$ cat src/rtl/calc_op_sequencer_if.sv
//------------------------------------------------------------------------------
// calc_op_sequencer_if
// Accumulator / converter / display command bus of the calculator sequencer.
// Revision: 1.0 - initial release
//------------------------------------------------------------------------------
`default_nettype none

interface calc_op_sequencer_if;
    logic        op_valid;
    logic [2:0]  op_code;
    logic [15:0] op_operand;
    logic        op_ready;
    logic        conv_start;
    logic        conv_done;
    logic        disp_load;

    modport master (
        output op_valid, op_code, op_operand, conv_start, disp_load,
        input  op_ready, conv_done
    );

    modport slave (
        input  op_valid, op_code, op_operand, conv_start, disp_load,
        output op_ready, conv_done
    );
endinterface

`default_nettype wire

$ cat src/rtl/calc_op_sequencer.sv
//------------------------------------------------------------------------------
// calc_op_sequencer
// Debounces the five push-buttons, queues one request per press and sequences
// accumulator op -> BCD conversion -> display load. Optional macro
// AUTO_REPEAT_EN adds hold-to-repeat on BTNL/BTNR.
// Revision: 1.0 - initial release
//------------------------------------------------------------------------------
`default_nettype none

module calc_op_sequencer #(
    parameter int DEBOUNCE_W = 20,
    parameter int CONV_TO_W  = 8,
    parameter int REPEAT_W   = 23
) (
    input  wire                 clk,
    input  wire                 rstn,
    input  wire                 BTNC,
    input  wire                 BTNL,
    input  wire                 BTNR,
    input  wire                 BTNU,
    input  wire                 BTND,
    input  wire  [15:0]         slideSW_in,
    calc_op_sequencer_if.master bus,
    output logic                busy,
    output logic                err
);

    typedef enum logic [1:0] {
        S_IDLE    = 2'd0,
        S_ISSUE   = 2'd1,
        S_CONVERT = 2'd2,
        S_LOAD    = 2'd3
    } state_t;

    localparam int c_NBTN = 5;

    // Bit order C, L, R, U, D: lower index means higher grant priority.
    logic [c_NBTN-1:0]     w_btn_raw;
    logic [c_NBTN-1:0]     r_sync1;
    logic [c_NBTN-1:0]     r_sync2;
    logic [c_NBTN-1:0]     r_stable;
    logic [c_NBTN-1:0]     r_pending;
    logic [c_NBTN-1:0]     w_rise;
    logic [c_NBTN-1:0]     w_repeat;
    logic [c_NBTN-1:0]     w_grant;
    logic [c_NBTN-1:0]     w_pending_nxt;
    logic [DEBOUNCE_W-1:0] r_db_cnt [c_NBTN];

    state_t                r_state;
    state_t                w_state_nxt;
    logic [2:0]            r_code;
    logic [2:0]            w_grant_code;
    logic [15:0]           r_operand;
    logic                  r_conv_start;
    logic                  r_err;
    logic                  w_timeout;
    logic [CONV_TO_W-1:0]  r_to_cnt;

    assign w_btn_raw = {BTND, BTNU, BTNR, BTNL, BTNC};

    always_ff @(posedge clk or negedge rstn) begin
        if (!rstn) begin
            r_sync1 <= '0;
            r_sync2 <= '0;
        end else begin
            r_sync1 <= w_btn_raw;
            r_sync2 <= r_sync1;
        end
    end

    // The counter only advances while the synchronized level disagrees with the
    // accepted level, so any bounce back restarts the qualification window.
    always_ff @(posedge clk or negedge rstn) begin
        if (!rstn) begin
            r_stable <= '0;
            for (int i = 0; i < c_NBTN; i++) begin
                r_db_cnt[i] <= '0;
            end
        end else begin
            for (int i = 0; i < c_NBTN; i++) begin
                if (r_sync2[i] == r_stable[i]) begin
                    r_db_cnt[i] <= '0;
                end else if (&r_db_cnt[i]) begin
                    r_db_cnt[i] <= '0;
                    r_stable[i] <= r_sync2[i];
                end else begin
                    r_db_cnt[i] <= r_db_cnt[i] + 1'b1;
                end
            end
        end
    end

    always_comb begin
        w_rise = '0;
        for (int i = 0; i < c_NBTN; i++) begin
            w_rise[i] = r_sync2[i] & ~r_stable[i] & (&r_db_cnt[i]);
        end
    end

`ifdef AUTO_REPEAT_EN
    logic [REPEAT_W-1:0] r_rep_cnt [2];

    always_ff @(posedge clk or negedge rstn) begin
        if (!rstn) begin
            r_rep_cnt[0] <= '0;
            r_rep_cnt[1] <= '0;
        end else begin
            for (int i = 0; i < 2; i++) begin
                if (!r_stable[i+1] || w_rise[i+1]) begin
                    r_rep_cnt[i] <= '0;
                end else begin
                    r_rep_cnt[i] <= r_rep_cnt[i] + 1'b1;
                end
            end
        end
    end

    always_comb begin
        w_repeat    = '0;
        w_repeat[1] = r_stable[1] & (&r_rep_cnt[0]);
        w_repeat[2] = r_stable[2] & (&r_rep_cnt[1]);
    end
`else
    assign w_repeat = '0;
`endif

    // A new press landing on the grant edge survives as a fresh request.
    assign w_pending_nxt = (r_pending & ~w_grant) | w_rise | w_repeat;

    always_ff @(posedge clk or negedge rstn) begin
        if (!rstn) begin
            r_state <= S_IDLE;
        end else begin
            r_state <= w_state_nxt;
        end
    end

    always_comb begin
        w_state_nxt  = r_state;
        w_grant      = '0;
        w_grant_code = 3'd0;
        w_timeout    = 1'b0;
        case (r_state)
            S_IDLE: begin
                if (|r_pending) begin
                    w_state_nxt = S_ISSUE;
                    for (int i = c_NBTN - 1; i >= 0; i--) begin
                        if (r_pending[i]) begin
                            w_grant      = '0;
                            w_grant[i]   = 1'b1;
                            w_grant_code = 3'(i + 1);
                        end
                    end
                end
            end
            S_ISSUE: begin
                if (bus.op_ready) begin
                    w_state_nxt = S_CONVERT;
                end
            end
            S_CONVERT: begin
                if (bus.conv_done) begin
                    w_state_nxt = S_LOAD;
                end else if (&r_to_cnt) begin
                    w_timeout   = 1'b1;
                    w_state_nxt = S_IDLE;
                end
            end
            S_LOAD: begin
                w_state_nxt = S_IDLE;
            end
            default: begin
                w_state_nxt = S_IDLE;
            end
        endcase
    end

    always_ff @(posedge clk or negedge rstn) begin
        if (!rstn) begin
            r_pending    <= '0;
            r_code       <= 3'd0;
            r_operand    <= 16'd0;
            r_conv_start <= 1'b0;
            r_to_cnt     <= '0;
            r_err        <= 1'b0;
        end else begin
            r_pending <= w_pending_nxt;
            if (|w_grant) begin
                r_code    <= w_grant_code;
                r_operand <= slideSW_in;
            end
            r_conv_start <= (r_state == S_ISSUE) && bus.op_ready;
            r_to_cnt     <= (r_state == S_CONVERT) ? r_to_cnt + 1'b1 : '0;
            if (w_timeout) begin
                r_err <= 1'b1;
            end
        end
    end

    assign bus.op_valid   = (r_state == S_ISSUE);
    assign bus.op_code    = (r_state == S_ISSUE) ? r_code : 3'd0;
    assign bus.op_operand = r_operand;
    assign bus.conv_start = r_conv_start;
    assign bus.disp_load  = (r_state == S_LOAD);
    assign busy           = (r_state != S_IDLE);
    assign err            = r_err;

endmodule

`default_nettype wire

$ cat src/flat_wrapper.sv
// flat-port wrapper written by rule: the top's interface ports become plain ports
module calc_op_sequencer_flat 
#(
    parameter int DEBOUNCE_W = 20,
    parameter int CONV_TO_W  = 8,
    parameter int REPEAT_W   = 23
)
  (clk, rstn, BTNC, BTNL, BTNR, BTNU, BTND, slideSW_in, busy, err, bus_op_valid, bus_op_code, bus_op_operand, bus_conv_start, bus_disp_load, bus_op_ready, bus_conv_done);
  calc_op_sequencer_if bus_i ();
  input  wire clk;
  input  wire rstn;
  input  wire BTNC;
  input  wire BTNL;
  input  wire BTNR;
  input  wire BTNU;
  input  wire BTND;
  input  wire  [15:0] slideSW_in;
  output logic busy;
  output logic err;
  output wire logic [$bits(bus_i.op_valid)-1:0] bus_op_valid;
  output wire logic [$bits(bus_i.op_code)-1:0] bus_op_code;
  output wire logic [$bits(bus_i.op_operand)-1:0] bus_op_operand;
  output wire logic [$bits(bus_i.conv_start)-1:0] bus_conv_start;
  output wire logic [$bits(bus_i.disp_load)-1:0] bus_disp_load;
  input wire logic [$bits(bus_i.op_ready)-1:0] bus_op_ready;
  input wire logic [$bits(bus_i.conv_done)-1:0] bus_conv_done;
  assign bus_op_valid = bus_i.op_valid;
  assign bus_op_code = bus_i.op_code;
  assign bus_op_operand = bus_i.op_operand;
  assign bus_conv_start = bus_i.conv_start;
  assign bus_disp_load = bus_i.disp_load;
  assign bus_i.op_ready = bus_op_ready;
  assign bus_i.conv_done = bus_conv_done;
  calc_op_sequencer #(.DEBOUNCE_W(DEBOUNCE_W), .CONV_TO_W(CONV_TO_W), .REPEAT_W(REPEAT_W)) u_core (.clk(clk), .rstn(rstn), .BTNC(BTNC), .BTNL(BTNL), .BTNR(BTNR), .BTNU(BTNU), .BTND(BTND), .slideSW_in(slideSW_in), .bus(bus_i), .busy(busy), .err(err));
endmodule
$ cat config.mk
export PLATFORM = sky130hd
export DESIGN_NAME = calc_op_sequencer_flat
export DESIGN_NICKNAME = d
export VERILOG_FILES = /design/src/rtl/calc_op_sequencer_if.sv /design/src/rtl/calc_op_sequencer.sv /design/src/flat_wrapper.sv
export SDC_FILE = /design/constraint.sdc
export NUM_CORES = 1
export LEC_CHECK = 0
export CAP_MARGIN = 0
export CORE_UTILIZATION = 59
export DETAILED_ROUTE_END_ITERATION = 16
export PLACE_DENSITY = 0.9
export SLEW_MARGIN = 5
export SYNTH_ARGS = -nofsm -noshare
export SYNTH_HDL_FRONTEND = slang
export SYNTH_SLANG_ARGS = --single-unit
$ cat constraint.sdc
create_clock -name clk -period 2.6 [get_ports clk]
set_input_delay 0.39 -clock clk [delete_from_list [all_inputs] [get_ports clk]]
set_output_delay 0.39 -clock clk [all_outputs]
set_load 0.05 [all_outputs]
# Word-level counts from Yosys, hierarchy flattened
# Cells that the tools add are included.
# Widths: inputs -> output; s select.
[classes]
addsub = 6
eq_ne = 11
mux = 34
bitwise_logic = 23
reduce_logical = 17
[op_table]
columns = ["cell", "n"]
rows = [
  ["$mux 20", 10],
  ["$reduce_and 21->1", 5],
  ["$add 20x1->20 const B", 5],
  ["$reduce_and 20->1", 5],
  ["$mux 5", 7],
  ["$mux 3", 8],
  ["$and 1x1->1", 10],
  ["$not 1->1", 10],
  ["$reduce_or 5->1", 2],
  ["$add 8x1->8 const B", 1],
  ["$mux 2", 4],
  ["$mux 8", 1],
  ["$pmux 2 s4", 1],
  ["$reduce_and 8->1", 1],
  ["$and 5x5->5", 1],
  ["$eq 1x1->1", 5],
  ["$not 5->5", 1],
  ["$or 5x5->5", 1],
  ["$eq 2x2->1 const B", 2],
  ["$ne 2x1->1 const B", 2],
  ["$mux 1", 3],
  ["$ne 3x2->1 const B", 1],
  ["$reduce_and 3->1", 1],
  ["$eq 2x1->1 const B", 1],
  ["other kinds (3)", 3],
]
[totals]
register_bits = 151
input_bits = 25
out_inout_bits = 24
word_cells = 110

# Depth between registers and ports, before layout
[depth]
word_depth = 10
mapped_depth = 7

# Worst setup path before layout
# No wires, ideal clock.
[synth_timing]
path_type = "reg2reg"
start = "reg u_core.r_state[0]"
end = "reg u_core.r_operand[10] (netlist: u_core.bus.op_operand[10])"
setup_ps = 125
t_arrival_ps = 2088
slack_ps = 387
path_stages_with_launch = 6
period_less_slack_ps = 2213
path_cell_list = "dfrtp_1 or2_2 clkbuf_1 a21oi_2 buf_2 mux2_2"
[synth_via]
elab_chain_cells = 3
[synth_lines]
columns = ["element", "line", "text"]
rows = [
  ["from (decl)", "calc_op_sequencer.sv:49", "state_t r_state;"],
  ["from (signal assigned)", "calc_op_sequencer.sv:134", "r_state <= w_state_nxt;"],
  ["$logic_not 2->1", "calc_op_sequencer.sv:143", "case (r_state)"],
  ["$mux 5", "calc_op_sequencer.sv:143", ""],
  ["$reduce_or 5->1", "calc_op_sequencer.sv:188", "if (|w_grant) begin"],
  ["to (signal assigned)", "calc_op_sequencer.sv:190", "r_operand <= slideSW_in;"],
  ["to (decl)", "calc_op_sequencer.sv:53", "logic [15:0] r_operand;"],
]
# No other way between the ends.
# A chain may end at the register's enable or synchronous reset.

# Worst setup path after layout
[layout_timing]
start = "reg u_core.r_state[1]"
end = "out bus_op_code[2]"
[layout_via]
elab_chain_cells = 2
[layout_lines]
columns = ["element", "line", "text"]
rows = [
  ["$eq 2x1->1", "calc_op_sequencer.sv:201", "assign bus.op_code = (r_state == S_ISSUE) ? r_code : 3'd0;"],
  ["$mux 3", "calc_op_sequencer.sv:201", ""],
  ["to (decl)", "flat_wrapper.sv:21", "output wire logic [$bits(bus_i.op_code)-1:0] bus_op_code;"],
]
# No other way between the ends.

==> out/results.txt <==
CTS Buf Count: 17
Slew @ Worst Pin: 698.2 ps
largest net degree at the start of global routing: 66
first-pass GRT wire length: 24610 µm
Die X: 110.9 µm
CP endpoint kind: output port
starting density of the core: 60.98%
Area growth syn-to-layout: 18.07%
DRT Pass-1 Iters: 5
Vias: 5243
Overflow after GRT: 0
final core utilization: 72.00%
Die Ht: 110.9 µm
buffers added on ports: 48
initial antenna violation count: 0
CTS H-Tree Depth: 4
crit path kind: reg2out
Yosys reg bits: 151
PD cells: 649.1 mW/mm²
skew final: 7.232 ps
sw frac: 22.97%
outcome: completed
Rows: 39
Max-cap violations: 0
Warnings, synthesis: 0
worst skew pair latency: 430 ps
Critical Path RT: 2210 ps
wire per inst: 15.63 µm
die area: 0.01229 mm²
logic gate share of total power: 7.7%
Synth cell types: 50
Clock transition at path regs: 60 ps
leakage: 3.500 nW
clk buf depth: 2
number of global-route vias before repair: 5398
Cell Int Power: 4.128 mW
relative slew slack: 53.03%
n_diodes: 0
Highest Clock Rate: 406.3 MHz
final net count: 768
Final Hold Vio Count: 0
cts hold-fix bufs: 1
drt via density: 5.904
post-CTS sizing: 0
fin crit share: 94.66%
Seq/Total Area, Yosys: 54.03%
worst min path class: reg2reg
CP Data Arrival Time: 2070 ps
syn_area_per_cell: 10.41 µm²
remaining antenna violation count after routing: 0
HPWL after DPL: 9376 µm
CTS tree: yes
clk root buf: clkbuf_16
Synth Cell Area: 0.006993 mm²
fin. max-slew vios: 0
Setup crit start kind: flip-flop
maximum VDD drop: 0.6601 mV
NetSw: 1.231 mW
io pins: 49
routed wire length: 13880 µm
Synth Instances: 672
core area: 0.01147 mm²
critical path fanouts, max: 6
initial DRC count: 434
# DRC: 0
GRT Overall Usage: 24.99%
share of cells above drive strength 1: 10.34%
Clock Sinks: 151
Final min period: 2461 ps
Clk pwr share: 46.5%
Routability Congestion: 0.8021
post-CTS setup buffer count: 0
final setup violation count: 0
setup TNS: 0 ps
Seq pwr share: 45.8%
RSZ-0062 raised after global routing: false
syn_nets: 708
[power groups by stage]
stage	sequential, mW	combinational [mW]	clock [mW]
3_3_place_gp	2.49	0.399	0
5_1_grt	2.46	0.453	2.63
6_report	2.45	0.412	2.49
4_1_cts	2.45	0.418	2.54
3_5_place_dp	2.50	0.414	0
2_1_floorplan	2.49	0.239	0
[critical path, stage by stage (launching register included)]
cell and delay [ps]:
dfrtp_1 420, nor2b_1 270, and2_1 170, clkdlybuf4s50_1 790
[worst paths after layout]
| path | to | cells after the start | startpoint | slack, ps |
|---|---|---|---|---|
| setup / recovery | bus_op_code[2] | 3 | u_core.r_state[1] | 140 |
| max in group asynchronous | u_core.r_db_cnt[54] | 3 | rstn | 1330 |
| hold reg to reg | u_core.r_sync2[4] | 0 | u_core.r_sync1[4] | 350 |
| hold / removal | u_core.r_sync2[4] | 0 | u_core.r_sync1[4] | 350 |
| setup reg to reg | u_core.r_db_cnt[33] | 6 | u_core.r_db_cnt[20] | 390 |
| min in group asynchronous | u_core.r_db_cnt[65] | 2 | rstn | 510 |
[synth_stat cells (all sizes together)]
| cell | number | area share (%) |
|---|---|---|
| a21bo | 1 | 0.14 |
| a21o | 1 | 0.11 |
| a21oi | 24 | 1.8 |
| a22o | 1 | 0.13 |
| a31o | 7 | 0.88 |
| a31oi | 4 | 0.36 |
| a32o | 1 | 0.14 |
| and2 | 12 | 1.1 |
| and3 | 8 | 0.72 |
| and3b | 1 | 0.13 |
| and4 | 7 | 0.88 |
| buf | 5 | 0.52 |
| clkbuf | 10 | 0.54 |
| dfrtp | 151 | 54 |
| ha | 11 | 2.0 |
| inv | 32 | 1.7 |
| mux2 | 23 | 3.7 |
| mux2i | 3 | 0.43 |
| nand2 | 30 | 1.6 |
| nand2b | 4 | 0.36 |
| nand3 | 36 | 2.8 |
| nand3b | 1 | 0.11 |
| nand4 | 36 | 3.3 |
| nand4b | 5 | 0.63 |
| nor2 | 102 | 5.5 |
| nor2b | 4 | 0.36 |
| nor3 | 19 | 1.4 |
| nor4 | 14 | 1.3 |
| nor4b | 1 | 0.13 |
| o21ai | 18 | 1.3 |
| o21bai | 2 | 0.21 |
| o22a | 1 | 0.13 |
| o22ai | 1 | 0.090 |
| o311ai | 1 | 0.13 |
| o31ai | 3 | 0.32 |
| o41ai | 3 | 0.64 |
| or2 | 2 | 0.18 |
| or3 | 13 | 1.2 |
| or4 | 7 | 0.75 |
| xnor2 | 41 | 5.1 |
| xor2 | 26 | 3.3 |
[cell families (layout without fill, tap and decap cells)]
family          Yosys count  in the layout  share of synthesized area (%)
mux                      26             26                          4.133
compound gates           68             68                          6.334
xor+xnor                 67             67                          8.391
buf+inv                  47            120                          2.773
flops                   151            151                          54.03
simple gates            302            302                          22.37
fa+ha+maj                11             11                          1.968
[layout make-up]
type	instances	area [µm²]
clock buffers	24	481.7
clock inverters	8	120.1
fillers	781	3211
inverters	32	120.1
multi-input cells	474	3020
flip-flops and latches	151	3779
well taps	143	178.9
repair buffers	56	556.8
[through the flow]
stage,power (mW),cell area [µm²],hold WS [ps],cells,setup WS (ps)
after detailed placement,2.909,7645,337.8,855,418.1
after floorplan,2.732,6993,94.41,672,387.4
final,5.359,8257,350.4,888,139.0
after global routing,5.549,8257,354.1,888,24.98
after global placement,2.886,7645,334.5,855,509.6
after CTS,5.408,8257,353.1,888,115.4
[per-layer routing]
| layer | routed length, µm | track usage [%] | vias up |
|---|---|---|---|
| met5 | 0 | 0 | - |
| li1 | - | - | 2479 |
| met3 | 474 | 6.506 | 30 |
| met1 | 5937 | 30.63 | 2620 |
| met2 | 7212 | 41.66 | 114 |
| met4 | 255 | 11.20 | 0 |
[registers in the layout (all words and copies together) (netlist names), 2 cells and up]
register and flops:
u_core.r_code 3, u_core.r_to_cnt 8, u_core.r_sync1 5, u_core.bus.op_operand 16, u_core.r_db_cnt 100, u_core.r_state 2, u_core.r_sync2 5, u_core.r_pending 5
u_core.r_stable 5
[cells in the final DEF, fill, tap and decap left out, drive strengths merged, types with 4 or more instances in the layout]
cell,n
a21oi,24
a31o,7
a31oi,4
and2,12
and3,8
and4,7
buf,8
clkbuf,24
clkdlybuf4s50,47
dfrtp,151
ha,11
inv,32
mux2,23
nand2,30
nand2b,4
nand3,36
nand4,36
nand4b,5
nor2,102
nor2b,4
nor3,19
nor4,14
o21ai,18
or3,13
or4,7
xnor2,41
xor2,26
Power figures use the tool's default switching activity.
